==> src/rtl/mem_pkg.sv <==
// Shared types and helpers for the IF/MEM byte-port arbiter.
package mem_pkg;

  typedef enum logic [1:0] {
    ST_IDLE  = 2'd0,
    ST_GRANT = 2'd1,
    ST_XFER  = 2'd2,
    ST_DONE  = 2'd3
  } state_e;

  typedef enum logic {
    OWN_IF  = 1'b0,
    OWN_MEM = 1'b1
  } owner_e;

  localparam logic [1:0] SIZE_B = 2'b00;
  localparam logic [1:0] SIZE_H = 2'b01;
  localparam logic [1:0] SIZE_W = 2'b10;

  function automatic logic [2:0] size_to_bytes(input logic [1:0] size);
    case (size)
      SIZE_B:  return 3'd1;
      SIZE_H:  return 3'd2;
      SIZE_W:  return 3'd4;
      default: return 3'd4;
    endcase
  endfunction

endpackage

==> src/rtl/mem_arbiter.sv <==
// Arbitrates the byte-wide synchronous-read RAM between IF and MEM,
// serialising 1/2/4-byte accesses and assembling little-endian read data.
//
// state | meaning
// IDLE  | arbitrate, MEM over IF; latch owner/address/data/size
// GRANT | no RAM activity, byte counter cleared
// XFER  | one byte issued per cycle (read or write)
// DONE  | one-cycle done pulse to the owner, last read byte bypassed
module mem_arbiter
  import mem_pkg::*;
#(
  parameter int ADDR_W = 32,
  parameter int DATA_W = 32
) (
  input  logic              clk,
  input  logic              rst,
  input  logic              rdy,
  input  logic              if_req,
  input  logic [ADDR_W-1:0] if_addr,
  output logic [DATA_W-1:0] if_data,
  output logic              if_done,
  input  logic              mem_req,
  input  logic              mem_we,
  input  logic [1:0]        mem_size,
  input  logic [ADDR_W-1:0] mem_addr,
  input  logic [DATA_W-1:0] mem_wdata,
  output logic [DATA_W-1:0] mem_rdata,
  output logic              mem_done,
  input  logic              b_flag_i,
  output logic              if_busy,
  output logic              mem_busy,
  output logic [ADDR_W-1:0] ram_a,
  output logic [7:0]        ram_dout,
  output logic              ram_wr,
  input  logic [7:0]        ram_din
);

  state_e              state_q, state_d;
  owner_e              owner_q, owner_d;
  logic [ADDR_W-1:0]   addr_q, addr_d;
  logic [DATA_W-1:0]   wdata_q, wdata_d;
  logic                we_q, we_d;
  logic [2:0]          n_q, n_d;
  logic [2:0]          cnt_q, cnt_d;
  logic [DATA_W-1:0]   data_q, data_d;
  logic                cap_vld_q, cap_vld_d;
  logic [1:0]          cap_idx_q, cap_idx_d;
  logic [DATA_W-1:0]   asm_data;
  logic                flush_if;

  always_ff @(posedge clk or negedge rst) begin
    if (!rst) begin
      state_q   <= ST_IDLE;
      owner_q   <= OWN_IF;
      addr_q    <= '0;
      wdata_q   <= '0;
      we_q      <= 1'b0;
      n_q       <= '0;
      cnt_q     <= '0;
      data_q    <= '0;
      cap_vld_q <= 1'b0;
      cap_idx_q <= '0;
    end else begin
      state_q   <= state_d;
      owner_q   <= owner_d;
      addr_q    <= addr_d;
      wdata_q   <= wdata_d;
      we_q      <= we_d;
      n_q       <= n_d;
      cnt_q     <= cnt_d;
      data_q    <= data_d;
      cap_vld_q <= cap_vld_d;
      cap_idx_q <= cap_idx_d;
    end
  end

  // Read data is the captured bytes plus the byte currently on ram_din,
  // so the final byte is usable in the DONE cycle without an extra stage.
  always_comb begin
    asm_data = data_q;
    if (cap_vld_q) asm_data[{cap_idx_q, 3'b000} +: 8] = ram_din;
  end

  assign flush_if = b_flag_i && (owner_q == OWN_IF);

  always_comb begin
    state_d   = state_q;
    owner_d   = owner_q;
    addr_d    = addr_q;
    wdata_d   = wdata_q;
    we_d      = we_q;
    n_d       = n_q;
    cnt_d     = cnt_q;
    data_d    = data_q;
    cap_vld_d = cap_vld_q;
    cap_idx_d = cap_idx_q;
    if (rdy) begin
      if (cap_vld_q) begin
        data_d    = asm_data;
        cap_vld_d = 1'b0;
      end
      case (state_q)
        ST_IDLE: begin
          if (mem_req) begin
            owner_d = OWN_MEM;
            addr_d  = mem_addr;
            wdata_d = mem_wdata;
            we_d    = mem_we;
            n_d     = size_to_bytes(mem_size);
            data_d  = '0;
            state_d = ST_GRANT;
          end else if (if_req && !b_flag_i) begin
            owner_d = OWN_IF;
            addr_d  = if_addr;
            wdata_d = '0;
            we_d    = 1'b0;
            n_d     = 3'd4;
            data_d  = '0;
            state_d = ST_GRANT;
          end
        end
        ST_GRANT: begin
          cnt_d   = '0;
          state_d = flush_if ? ST_IDLE : ST_XFER;
        end
        ST_XFER: begin
          if (flush_if) begin
            cap_vld_d = 1'b0;
            state_d   = ST_IDLE;
          end else begin
            if (!we_q) begin
              cap_vld_d = 1'b1;
              cap_idx_d = cnt_q[1:0];
            end
            if (cnt_q == n_q - 3'd1) state_d = ST_DONE;
            else                     cnt_d   = cnt_q + 3'd1;
          end
        end
        ST_DONE: state_d = ST_IDLE;
        default: state_d = ST_IDLE;
      endcase
    end
  end

  // While stalled with a capture pending, hold the pending byte's address so
  // ram_din carries that byte again when rdy returns.
  always_comb begin
    ram_a = '0;
    if (!rdy && cap_vld_q)       ram_a = addr_q + ADDR_W'(cap_idx_q);
    else if (state_q == ST_XFER) ram_a = addr_q + ADDR_W'(cnt_q);
  end

  assign ram_wr    = rdy && (state_q == ST_XFER) && we_q;
  assign ram_dout  = ((state_q == ST_XFER) && we_q) ? wdata_q[{cnt_q[1:0], 3'b000} +: 8] : 8'h00;

  assign if_done   = rdy && (state_q == ST_DONE) && (owner_q == OWN_IF) && !b_flag_i;
  assign mem_done  = rdy && (state_q == ST_DONE) && (owner_q == OWN_MEM);
  assign if_data   = asm_data;
  assign mem_rdata = asm_data;
  assign if_busy   = if_req && !if_done;
  assign mem_busy  = mem_req && !mem_done;

endmodule

==> config.mk <==
export PLATFORM = sky130hd
export DESIGN_NAME = mem_arbiter
export DESIGN_NICKNAME = d
export VERILOG_FILES = /design/src/rtl/mem_pkg.sv /design/src/rtl/mem_arbiter.sv
export SDC_FILE = /design/constraint.sdc
export NUM_CORES = 1
export LEC_CHECK = 0
export BUFFER_PORTS_ARGS = -buffer_cell sky130_fd_sc_hd__buf_2
export CORE_MARGIN = 3
export CORE_UTILIZATION = 35
export DETAILED_ROUTE_END_ITERATION = 10
export PLACE_DENSITY_LB_ADDON = 0.2
export SYNTH_ARGS = -nofsm -noshare
export SYNTH_HDL_FRONTEND = slang
export SYNTH_SLANG_ARGS = --single-unit
==> constraint.sdc <==
create_clock -name clk -period 3.4 [get_ports clk]
set_input_delay 0.68 -clock clk [delete_from_list [all_inputs] [get_ports clk]]
set_output_delay 0.68 -clock clk [all_outputs]
set_load 0.02 [all_outputs]
# [Word-level counts from Yosys, hierarchy flattened]
# Cells that the tools add are included.
[op_classes] shifts=3 add_sub_neg=5 reduce_logical=24 n_mux=31 eq_ne=9 bitwise_logic=3
[ops] cell="$mux 32" count=11
[ops] cell="$add 32x2->32" count=1
[ops] cell="$add 32x3->32" count=1
[ops] cell="$bwmux 32" count=1
[ops] cell="$shift 8x7->32 const A" count=1
[ops] cell="$shiftx 32x6->8" count=1
[ops] cell="$shiftx 8x7->32" count=1
[ops] cell="$logic_and 1x1->1" count=12
[ops] cell="$mux 3" count=4
[ops] cell="$pmux 3 s2" count=2
[ops] cell="$mux 2" count=5
[ops] cell="$mux 8" count=1
[ops] cell="$pmux 2 s4" count=1
[ops] cell="$reduce_and 4->1" count=2
[ops] cell="$neg 5->7" count=1
[ops] cell="$mux 1" count=6
[ops] cell="$ne 3x3->1 const B" count=2
[ops] cell="$reduce_and 3->1" count=2
[ops] cell="$eq 2x1->1 const B" count=2
[ops] cell="$eq 2x2->1 const B" count=2
[ops] cell="$logic_not 1->1" count=4
[ops] cell="$logic_not 2->1" count=2
[ops] cell="$ne 2x2->1 const B" count=2
[ops] cell="$reduce_bool 2->1" count=2
[ops] cell="other kinds (4)" count=6
[word_totals] input_bits=113 register_bits=109

# [Logic depth before layout (Yosys ltp)]
# Gate-level depths: netlist of run 1.
[logic_depth] ltp_word=8 mapped_depth=8 depth_no_buf=8

# [Worst setup path before layout of run 1]
# No wires, ideal clock.
[synth_timing] kind="register -> output" start="register cnt_q[1]" end="output port ram_a[16]" required_ns=2.720 n_path_buf=1 path_slack_ns=-0.074 t_arrival_ns=2.794 stages_incl_launch_ff=8 cell_sequence="dfrtp_1 clkbuf_1 inv_1 fa_1 nand2b_1 a21boi_0 a21oi_1 o41ai_1"
[synth_via] elab_chain_len=3
[synth_lines] element="start, declared" line_no="mem_arbiter.sv:44" source="logic [2:0] cnt_q, cnt_d;"
[synth_lines] element="start signal, assigned" line_no="mem_arbiter.sv:70" source="cnt_q <= cnt_d;"
[synth_lines] element="$add 32x3->32" line_no="mem_arbiter.sv:150" source="else if (state_q == ST_XFER) ram_a = addr_q + ADDR_W'(cnt_q);"
[synth_lines] element="$mux 32" line_no="mem_arbiter.sv:150"
[synth_lines] element="$mux 32" line_no="mem_arbiter.sv:149" source="if (!rdy && cap_vld_q) ram_a = addr_q + ADDR_W'(cap_idx_q);"
[synth_lines] element="end, declared" line_no="mem_arbiter.sv:32" source="output logic [ADDR_W-1:0] ram_a,"
# No other way between the ends.

# [Worst setup path after layout of run 1]
[layout_timing] start="register addr_q[0]" end="output port ram_a[26]"
[layout_via] elab_chain_len=3 elab_cells_between_ends=4 classes_between="2 x add/sub; 2 x mux"
[layout_lines] element="start, declared" line_no="mem_arbiter.sv:40" source="logic [ADDR_W-1:0] addr_q, addr_d;"
[layout_lines] element="start signal, assigned" line_no="mem_arbiter.sv:66" source="addr_q <= addr_d;"
[layout_lines] element="$add 32x3->32" line_no="mem_arbiter.sv:150"
[layout_lines] element="$mux 32" line_no="mem_arbiter.sv:150"
[layout_lines] element="$mux 32 *" line_no="mem_arbiter.sv:149"
# Mark *: on every way between the ends. The rest lies on a longest branch, timed or not.

==> results of run 1 <==
[per-stage QoR]
stage / instances / setup TNS [ns] / setup WS, ns / hold slack [ns]
floorplan: 758 / 0 / 0.0535 / 0.384
global placement: 1185 / 0 / 0.278 / 0.457
detailed placement: 1185 / 0 / 0.265 / 0.466
CTS: 1207 / -0.0244 / -0.0134 / 0.391
global route: 1212 / -0.117 / -0.0304 / 0.407
finish: 1212 / 0 / 0.0685 / 0.344
[sequential cells by signal (all words and copies together) (netlist names)]
name / flops
addr_q: 32
cap_idx_q: 2
cap_vld_q: 1
cnt_q: 3
data_q: 32
n_q: 3
owner_q: 1
state_q: 2
wdata_q: 32
we_q: 1
[final timing paths]
| check | from | to |
|---|---|---|
| max reg2reg | cap_idx_q[0] | data_q[31] |
| max | addr_q[0] | ram_a[26] |
| max in group asynchronous | rst | addr_q[9] |
| min reg2reg | wdata_q[17] | wdata_q[17] |
| min in group clk | wdata_q[17] | wdata_q[17] |
| min | rst | addr_q[4] |
[cell type report]
cell class	count	area, sq um	share of cell area
clock buffers	10	239	0.0279
inverters	18	67.6	0.00789
flip-flops and latches	109	2730	0.318
multi-input cells	548	3680	0.430
well taps	260	325	0.0380
repair buffers	261	1480	0.172
clock inverters	6	47.5	0.00555
[power groups by stage]
stage          sequential, mW  clock (mW)  combinational [mW]
3_3_place_gp             2.17           0                1.97
3_5_place_dp             2.18           0                2.00
2_1_floorplan            1.99           0                1.45
6_report                 2.18        1.04                2.03
5_1_grt                  2.25        1.12                2.29
4_1_cts                  2.17        1.07                2.02
[layer usage]
layer / wire [um] / track usage / share of wire / vias up
li1: - / - / - / 3097
met1: 9830 / 0.276 / 0.49 / 2968
met3: 1020 / 0.0330 / 0.051 / 17
met4: 250 / 0.0456 / 0.012 / 2
met5: 13 / 0 / 0.00065 / -
met2: 9000 / 0.283 / 0.45 / 178
[placed cells by master (no fill, tap or decap), types with 6 or more instances in the layout]
| cell type | n |
|---|---|
| sky130_fd_sc_hd__a21o_1 | 7 |
| sky130_fd_sc_hd__a21oi_1 | 15 |
| sky130_fd_sc_hd__a22o_1 | 61 |
| sky130_fd_sc_hd__a31oi_1 | 7 |
| sky130_fd_sc_hd__and3_1 | 20 |
| sky130_fd_sc_hd__buf_2 | 216 |
| sky130_fd_sc_hd__buf_4 | 39 |
| sky130_fd_sc_hd__clkbuf_16 | 9 |
| sky130_fd_sc_hd__dfrtp_1 | 108 |
| sky130_fd_sc_hd__ha_1 | 11 |
| sky130_fd_sc_hd__inv_1 | 18 |
| sky130_fd_sc_hd__mux2i_1 | 34 |
| sky130_fd_sc_hd__mux4_2 | 8 |
| sky130_fd_sc_hd__nand2_1 | 134 |
| sky130_fd_sc_hd__nand3_1 | 17 |
| sky130_fd_sc_hd__nand4_1 | 8 |
| sky130_fd_sc_hd__nor2_1 | 25 |
| sky130_fd_sc_hd__nor2b_1 | 6 |
| sky130_fd_sc_hd__nor3_1 | 11 |
| sky130_fd_sc_hd__o211ai_1 | 8 |
| sky130_fd_sc_hd__o21ai_0 | 89 |
| sky130_fd_sc_hd__o31ai_1 | 8 |
[cell families (layout without fill, tap and decap cells)]
family	count (synthesis)	in the layout
buf+inv	101	295
simple gates	252	252
xor+xnor	7	7
fa+ha+maj	14	14
compound gates	232	232
flops	109	109
mux	43	43
[repair_timing]
| action | 4_1_cts | 5_1_grt |
|---|---|---|
| buffers inserted | 6 | 5 |
| hold buffers | 0 | 0 |
| setup endpoints to repair | 6 | 17 |
| resized for setup | 17 | 16 |
| hold endpoints to repair | 0 | 0 |
| gates cloned | 0 | 0 |
| pin swaps | 5 | 6 |
[critical path, cell delays in order, from the launching register on]
cell                       delay [ns]
sky130_fd_sc_hd__dfrtp_1         0.38
sky130_fd_sc_hd__ha_2            0.19
sky130_fd_sc_hd__inv_1           0.05
sky130_fd_sc_hd__fa_2            0.34
sky130_fd_sc_hd__nand3b_1        0.22
sky130_fd_sc_hd__or3_4           0.43
sky130_fd_sc_hd__nor3_2          0.21
sky130_fd_sc_hd__a21oi_2         0.06
sky130_fd_sc_hd__o31ai_2         0.24
sky130_fd_sc_hd__buf_4           0.19
==> results.toml, run 1 <==
[outcome]
run_status = "finished, final reports clean"

[timing]
finalCriticalPeriod_ns = 3.33
report.final.setup_viol = 0
maxSlewHeadroom = 0.411
worst_pin_slew_ns = 0.880
min_period_over_period = 0.980
finClkSkew_ns = 0.00624
max_clock_freq_mhz = 300
final_max_slew_viol_count = 0
report.final.hold_viol_count = 0

[routing]
drt_iter0_markers = 336
firstDrtPassIters = 4
vias_post_dr = 6262
viasPerCell = 5.17
detail_route.wl_per_cell_um = 16.6
antenna_violating_nets_post_route = 0
detail_route.drc_violations = 0
totalWireLength_um = 20100

[floorplan]
boundaryPins = 222
floorplan.die_area_sq_um = 21200
core_area_sq_um = 18900
initial_standard_cell_utilization_of_the_core = 0.360
die_height_um = 145
rows = 50
die_width_um = 145

[layout]
final.fill_count = 1921
finalCoreUtilization = 0.454
num_antenna_cells = 0
final_cell_area_sq_um = 8570
finish.net_count = 1074
proportion_of_layout_cells_with_a_drive_suffix_above_1 = 0.337
flow.area_growth_from_synthesis_pct = 25.9

[clock_network]
clk_transition_reported_paths_ns = 0.07
cts-root-buf = "sky130_fd_sc_hd__clkbuf_16"
cts.sink_count = 109
clock_tree.htree_level_count = 3
clock_insertion_delay_worst_skew_ns = 0.35
cts_max_path_buffers = 2
tritoncts_clock_tree = "done"
cts-buffers-inserted = 9

[min_path]
min-delay-path-class = "in2async"

[grt]
via_count_of_the_first_global_routing_pass = 5966
global_route.usage.total = 0.186
grt_pass1_wl_um = 32400
grt_overflow = 0
grt_start_max_net_pins = 66
antenna_found_initial = 1

[synthesis]
yosysWarnings = 0
netlist_top_cells_area = "sky130_fd_sc_hd__dfrtp_1 40%, sky130_fd_sc_hd__a22o_1 7.8%, sky130_fd_sc_hd__nand2_1 7.4%, sky130_fd_sc_hd__o21ai_0 6.7%, sky130_fd_sc_hd__mux2i_1 5.0%"
synth_ff_type = "sky130_fd_sc_hd__dfrtp_1"
synth.mux.area_fraction = 0.0781
synth-seq-area-share = 0.401
area_fraction_in_compound_gates_after_synthesis = 0.233
synth_enable_flop_cells = 0
dominant_cell_type_by_area_after_synthesis = "sky130_fd_sc_hd__dfrtp_1"
mappedNetlistNets = 885
yosys_register_bits = 109
synth_simple_gate_area_frac = 0.175
post_synth_xor_area_fraction = 0.0110
synth_fa_ha_area_frac = 0.0279
yosys_cell_types = 60
synthMostInstantiatedCell = "sky130_fd_sc_hd__nand2_1"
synth_async_sr_flop_share = 1.00
synth_common_cells = "134 x sky130_fd_sc_hd__nand2_1, 109 x sky130_fd_sc_hd__dfrtp_1, 91 x sky130_fd_sc_hd__o21ai_0, 61 x sky130_fd_sc_hd__a22o_1, 35 x sky130_fd_sc_hd__clkbuf_1"
syn_inst = 758
post_synth.cell_area_avg_sq_um = 8.98
syn-cell-area_sq_um = 6810
synth_top_family_by_area = "compound AO/OA/AOI/OAI gates"
synthDominantCellAreaShare = 0.401

[power]
p_comb_frac = 0.387
power_switching_share = 0.416
p_per_area_nw_per_um2 = 613
leakage_nw = 4.24
clock_power_share = 0.198
ir_worst_vdd_v = 0.000300
power.net_switching_mw = 2.18
power.total_mw = 5.25
p_int_mw = 3.07
seq_power_share = 0.415

[setup_path]
worstSetupStartpointType = "register"
data_required_time_of_the_worst_path_ns = 2.72
depth_of_the_worst_register_to_register_path = 8
critical_path_arrival_ns = 2.65
path_max_fanout = 3
end_kind = "output pin"
setup.reg_to_reg.worst_slack_ns = 1.13
worst-setup-path-type = "reg2out"

[flow_run]
maxCapViolCount = 0

[placement]
postPlaceCellArea_sq_um = 8080
place.gp.congestion = 0.913
numPortBuffers = 221
dp_hpwl_um = 15300
(Power assumes the default switching activity.)
==> inputs of run 2 (changes only) <==
--- a/config.mk
+++ b/config.mk
@@ -5,7 +5,9 @@
 export SDC_FILE = /design/constraint.sdc
 export NUM_CORES = 1
 export LEC_CHECK = 0
+export ABC_CLOCK_PERIOD_IN_PS = 3400
 export BUFFER_PORTS_ARGS = -buffer_cell sky130_fd_sc_hd__buf_2
+export CORE_ASPECT_RATIO = 0.8
 export CORE_MARGIN = 3
 export CORE_UTILIZATION = 35
 export DETAILED_ROUTE_END_ITERATION = 10
==> results.toml, run 2 (same netlist as run 1, synthesis figures left out) <==
[power]
ir_worst_vdd_v = 0.000265
leakage_nw = 4.19
power_switching_share = 0.418
clock_power_share = 0.200
p_per_area_nw_per_um2 = 617
p_int_mw = 3.02
power.net_switching_mw = 2.17
seq_power_share = 0.421
p_comb_frac = 0.379

[clock_network]
hold_buffers = 0
cts-root-buf = "sky130_fd_sc_hd__clkbuf_16"
cts-buffers-inserted = 9
clock_insertion_delay_worst_skew_ns = 0.35
cts.sink_count = 109
clk_transition_reported_paths_ns = 0.08
tritoncts_clock_tree = "done"
clock_tree.htree_level_count = 3
cts_max_path_buffers = 2

[outcome]
run_status = "finished, final reports clean"

[min_path]
min-delay-path-class = "in2async"

[layout]
stdcell_count = 1194
top_library_cells_by_usage_in_the_layout_fill_and_taps_aside = "215 x sky130_fd_sc_hd__buf_2, 134 x sky130_fd_sc_hd__nand2_1, 108 x sky130_fd_sc_hd__dfrtp_1"
final.fill_count = 1909
layout_commonest_cell = "sky130_fd_sc_hd__buf_2"
finish.net_count = 1062
finalCoreUtilization = 0.452
proportion_of_layout_cells_with_a_drive_suffix_above_1 = 0.324
largest_registers_in_the_final_layout = "addr_q x32, data_q x32, wdata_q x32"
flow.area_growth_from_synthesis_pct = 23.6

[setup_path]
critical_path.reg2reg.endpoint = "data_q[15]"
depth_of_the_worst_register_to_register_path = 7
reg2reg_from = "cap_idx_q[0]"
end_kind = "output pin"
setup.reg_to_reg.worst_slack_ns = 1.18
critical_path_arrival_ns = 2.68
worst-setup-path-type = "reg2out"
data_required_time_of_the_worst_path_ns = 2.72
worstSetupStartpointType = "register"
path_max_fanout = 6

[placement]
place.gp.congestion = 0.927
numPortBuffers = 221
dp_cells = 1172
dp_hpwl_um = 15500

[timing]
grt_setup_unrepaired = "true"
maxSlewHeadroom = 0.546
max_clock_freq_mhz = 298
report.final.hold_viol_count = 0
final.setup.tns_ns = 0
finalCriticalPeriod_ns = 3.36
final_max_slew_viol_count = 0
min_period_over_period = 0.988
report.final.setup_viol = 0
worst_pin_slew_ns = 0.676
finClkSkew_ns = 0.00484

[grt]
via_count_of_the_first_global_routing_pass = 5951
antenna_found_initial = 1
grt_overflow = 0
global_route.usage.total = 0.190
grt_start_max_net_pins = 77
grt_pass1_wl_um = 32100

[floorplan]
die_height_um = 131
core_area_sq_um = 18600
floorplan.die_area_sq_um = 21200
boundaryPins = 222
die_width_um = 162
initial_standard_cell_utilization_of_the_core = 0.366
rows = 44

[routing]
drt_iter0_markers = 326
detail_route.drc_violations = 0
vias_post_dr = 6335
detail_route.wl_per_cell_um = 17.2
antenna_violating_nets_post_route = 0
viasPerCell = 5.31
totalWireLength_um = 20600
firstDrtPassIters = 5

[flow_run]
maxCapViolCount = 0
-- run 2: changes by cell type in the layout (fill, tap and decap cells not counted), sizes merged --
cell and delta:
clkinvlp -1, buf -12, clkbuf +1, diode +1
-- run 2: timing repair --
item | 4_1_cts | 5_1_grt
setup buffers | 2 | 3
gates resized for setup | 7 | 22
endpoints found under the setup margin | 6 | 17
pin swaps | 3 | 8
-- run 2: power by group through the flow --
stage               registers [mW]  logic (mW)  clock network [mW]
floorplan                     1.99        1.45                   0
global placement              2.19        1.91                   0
detailed placement            2.20        1.93                   0
CTS                           2.18        1.94                1.08
global route                  2.26        2.21                1.12
finish                        2.19        1.97                1.04
-- run 2: final cells by class --
type	count	area, sq um	area share
Timing Repair Buffer	249	1350	0.160
Clock buffer	11	243	0.0288
Sequential cell	109	2730	0.324
Tap cell	253	317	0.0376
Antenna cell	1	2.50	0.000297
Inverter	18	67.6	0.00803
Multi-Input combinational cell	548	3670	0.436
Clock inverter	5	43.8	0.00520
-- run 2: worst max-delay path, cell delays in order (launching register included) --
cell and delay [ns]:
sky130_fd_sc_hd__dfrtp_1 0.38, sky130_fd_sc_hd__ha_2 0.20, sky130_fd_sc_hd__inv_2 0.04, sky130_fd_sc_hd__fa_2 0.33, sky130_fd_sc_hd__nand3b_1 0.30, sky130_fd_sc_hd__or3_4 0.47, sky130_fd_sc_hd__nor3_4 0.12, sky130_fd_sc_hd__a21oi_2 0.05
sky130_fd_sc_hd__o31ai_1 0.23, sky130_fd_sc_hd__buf_2 0.21
-- run 2: how the worst max path moves through the flow --
stage                            to      start  depth (start not counted)
after floorplan           ram_a[20]   cnt_q[1]                          7
after global placement    ram_a[26]  addr_q[0]                          9
after detailed placement  ram_a[18]  addr_q[0]                          9
after CTS                 ram_a[22]  addr_q[0]                         10
after global routing      ram_a[26]  addr_q[0]                          9
final                     ram_a[26]  addr_q[0]                          9
-- run 2: through the flow --
| step | hold slack, ns | cell area (sq um) | total power, mW | worst slack, ns |
|---|---|---|---|---|
| 3_3_place_gp | 0.457 | 7990 | 4.09 | 0.342 |
| 3_5_place_dp | 0.469 | 7990 | 4.13 | 0.292 |
| 6_report | 0.280 | 8420 | 5.19 | 0.0403 |
| 5_1_grt | 0.306 | 8410 | 5.59 | -0.0767 |
| 4_1_cts | 0.288 | 8320 | 5.20 | 0.0109 |
| 2_1_floorplan | 0.384 | 6810 | 3.44 | 0.0535 |
-- run 2: layer usage --
metal | vias to the layer above | wire length (um) | share of wire | GRT usage
met3 | 23 | 1520 | 0.074 | 0.0391
met2 | 240 | 8710 | 0.42 | 0.281
met5 | - | 8 | 0.00039 | 0
met4 | 2 | 224 | 0.011 | 0.0381
li1 | 3084 | - | - | -
met1 | 2986 | 10100 | 0.49 | 0.288
==> inputs of run 3 (changes only) <==
--- a/config.mk
+++ b/config.mk
@@ -5,7 +5,7 @@
 export SDC_FILE = /design/constraint.sdc
 export NUM_CORES = 1
 export LEC_CHECK = 0
-export ABC_CLOCK_PERIOD_IN_PS = 3400
+export ABC_CLOCK_PERIOD_IN_PS = 4100
 export BUFFER_PORTS_ARGS = -buffer_cell sky130_fd_sc_hd__buf_2
 export CORE_ASPECT_RATIO = 0.8
 export CORE_MARGIN = 3
==> constraint.sdc (replaced) <==
create_clock -name clk -period 4.1 [get_ports clk]
set_input_delay 0.82 -clock clk [delete_from_list [all_inputs] [get_ports clk]]
set_output_delay 0.82 -clock clk [all_outputs]
set_load 0.02 [all_outputs]
==> results.toml, run 3 (same netlist as run 1, synthesis figures left out) <==
[layout]
proportion_of_layout_cells_with_a_drive_suffix_above_1 = 0.296
final.fill_count = 1898
stdcell_count = 1177
layout_commonest_cell = "sky130_fd_sc_hd__buf_2"
top_library_cells_by_usage_in_the_layout_fill_and_taps_aside = "220 x sky130_fd_sc_hd__buf_2, 134 x sky130_fd_sc_hd__nand2_1, 109 x sky130_fd_sc_hd__dfrtp_1"
largest_registers_in_the_final_layout = "addr_q x32, data_q x32, wdata_q x32"
finish.net_count = 1047
flow.area_growth_from_synthesis_pct = 20.2

[power]
leakage_nw = 4.08
ir_worst_vdd_v = 0.000190
p_per_area_nw_per_um2 = 513

[grt]
antenna_found_initial = 1
via_count_of_the_first_global_routing_pass = 5790
grt.met3_usage = 0.0454
global_route.usage.total = 0.185
grt_overflow = 0
grt_pass1_wl_um = 31200
met2_usage = 0.265
grt_start_max_net_pins = 110
global_route.usage.met1 = 0.285
gr-max-usage-layer = "met1"

[timing]
report.final.setup_viol = 0
finClkSkew_ns = 0.00721
min_period_over_period = 0.915
report.final.hold_viol_count = 0
final_max_slew_viol_count = 0
maxSlewHeadroom = 0.404
finalCriticalPeriod_ns = 3.75
max_clock_freq_mhz = 267
worst_pin_slew_ns = 0.892
fin_hold_ws_ns = 0.478
grt_setup_unrepaired = "false"
final.setup.tns_ns = 0

[placement]
place.gp.congestion = 0.901
numPortBuffers = 221
dp_hpwl_um = 15000
dp_cells = 1162

[routing]
viasPerCell = 5.24
totalWireLength_um = 20100
detail_route.wl_per_cell_um = 17.1
vias_post_dr = 6170
antenna_violating_nets_post_route = 0
firstDrtPassIters = 4
detail_route.drc_violations = 0
drt_iter0_markers = 295

[clock_network]
cts_resized = 0
cts.sink_count = 109
cts_max_path_buffers = 2
cts-buffers-inserted = 9
cts-root-buf = "sky130_fd_sc_hd__clkbuf_16"
clock_insertion_delay_worst_skew_ns = 0.35
tritoncts_clock_tree = "done"
clk_transition_reported_paths_ns = 0.07
hold_buffers = 0
clock_tree.htree_level_count = 3
cts_post_setup_buffers_inserted = 0

[setup_path]
max_stage_delay_ns = 0.39
worstPathCellList = "ha_1 -> inv_1 -> fa_1 -> nand2b_1 -> a21boi_1 -> a21oi_1 -> o311ai_0 -> o41ai_1 -> buf_2"
reg2reg_from = "cap_idx_q[0]"
path_max_fanout = 6
worstSetupStartpoint = "addr_q[0]"
worstSetupStartpointType = "register"
data_required_time_of_the_worst_path_ns = 3.28
slowest_cell_on_the_critical_path = "sky130_fd_sc_hd__fa_1"
end_kind = "output pin"
critical_path_arrival_ns = 2.93
worst-setup-path-type = "reg2out"

[floorplan]
floorplan.die_area_sq_um = 21200
boundaryPins = 222
rows = 44
die_width_um = 162
initial_standard_cell_utilization_of_the_core = 0.366
die_height_um = 131
core_area_sq_um = 18600

[flow_run]
maxCapViolCount = 0

[min_path]
min-delay-path-class = "reg2reg"
hold_path.startpoint = "wdata_q[26]"

[outcome]
run_status = "finished, final reports clean"
-- run 3: cell count changes in the layout (fill, tap and decap cells not counted), moves of 2 or more --
cell / delta
sky130_fd_sc_hd__a21oi_1: +4
sky130_fd_sc_hd__buf_4: -19
sky130_fd_sc_hd__buf_2: +5
sky130_fd_sc_hd__nor3_1: +2
sky130_fd_sc_hd__clkinvlp_4: -2
sky130_fd_sc_hd__o311ai_0: +2
sky130_fd_sc_hd__a21oi_2: -4
sky130_fd_sc_hd__o311ai_1: -2
-- run 3: worst max-delay path: cells and delay by family, from the launching register on --
family / cells / cell delay, ns
compound gates: 4 / 1.20
fa+ha+maj: 2 / 0.57
flops: 1 / 0.37
buf+inv: 2 / 0.24
simple gates: 1 / 0.21
-- run 3: final timing paths --
check                                   end  slack [ns]  cells past startpoint
worst min-delay path            wdata_q[26]        0.48                      2
worst min register to register  wdata_q[26]        0.48                      2
worst max register to register   data_q[19]        1.48                      7
worst max-delay path              ram_a[16]        0.35                      9
min in group asynchronous        addr_q[25]        0.50                      2
max in group asynchronous         data_q[3]        3.09                      2
-- run 3: area by class of cell --
cell class | instances | area, sq um | share of cell area
sequential | 109 | 2730 | 0.333
clock inverter | 5 | 46.3 | 0.00566
multi-input combinational | 548 | 3580 | 0.437
inverter | 18 | 67.6 | 0.00826
clock buffer | 9 | 225 | 0.0275
timing repair buffer | 234 | 1220 | 0.149
antenna | 1 | 2.50 | 0.000306
tap | 253 | 317 | 0.0387
-- run 3: report_power, final --
group	switching (mW)	internal [mW]	leakage, nW
clock network	0.419	0.416	0.134
registers	0.404	1.41	1.44
logic	0.936	0.620	2.51
-- run 3: metrics by stage --
stage                     power [mW]  area, sq um  setup slack, ns   util
after floorplan                 2.85         6810            0.486      -
after global placement          3.37         7900            0.625  0.425
after detailed placement        3.39         7900            0.585  0.425
after CTS                       4.25         8170            0.178  0.439
after global routing            4.54         8180            0.167  0.440
final                           4.20         8180            0.348  0.440
-- run 3: routing by layer --
| layer | up-vias | wire length [um] |
|---|---|---|
| li1 | 3039 | - |
| met1 | 2917 | 9930 |
| met2 | 199 | 8560 |
| met3 | 13 | 1420 |
| met4 | 2 | 139 |
| met5 | - | 16 |
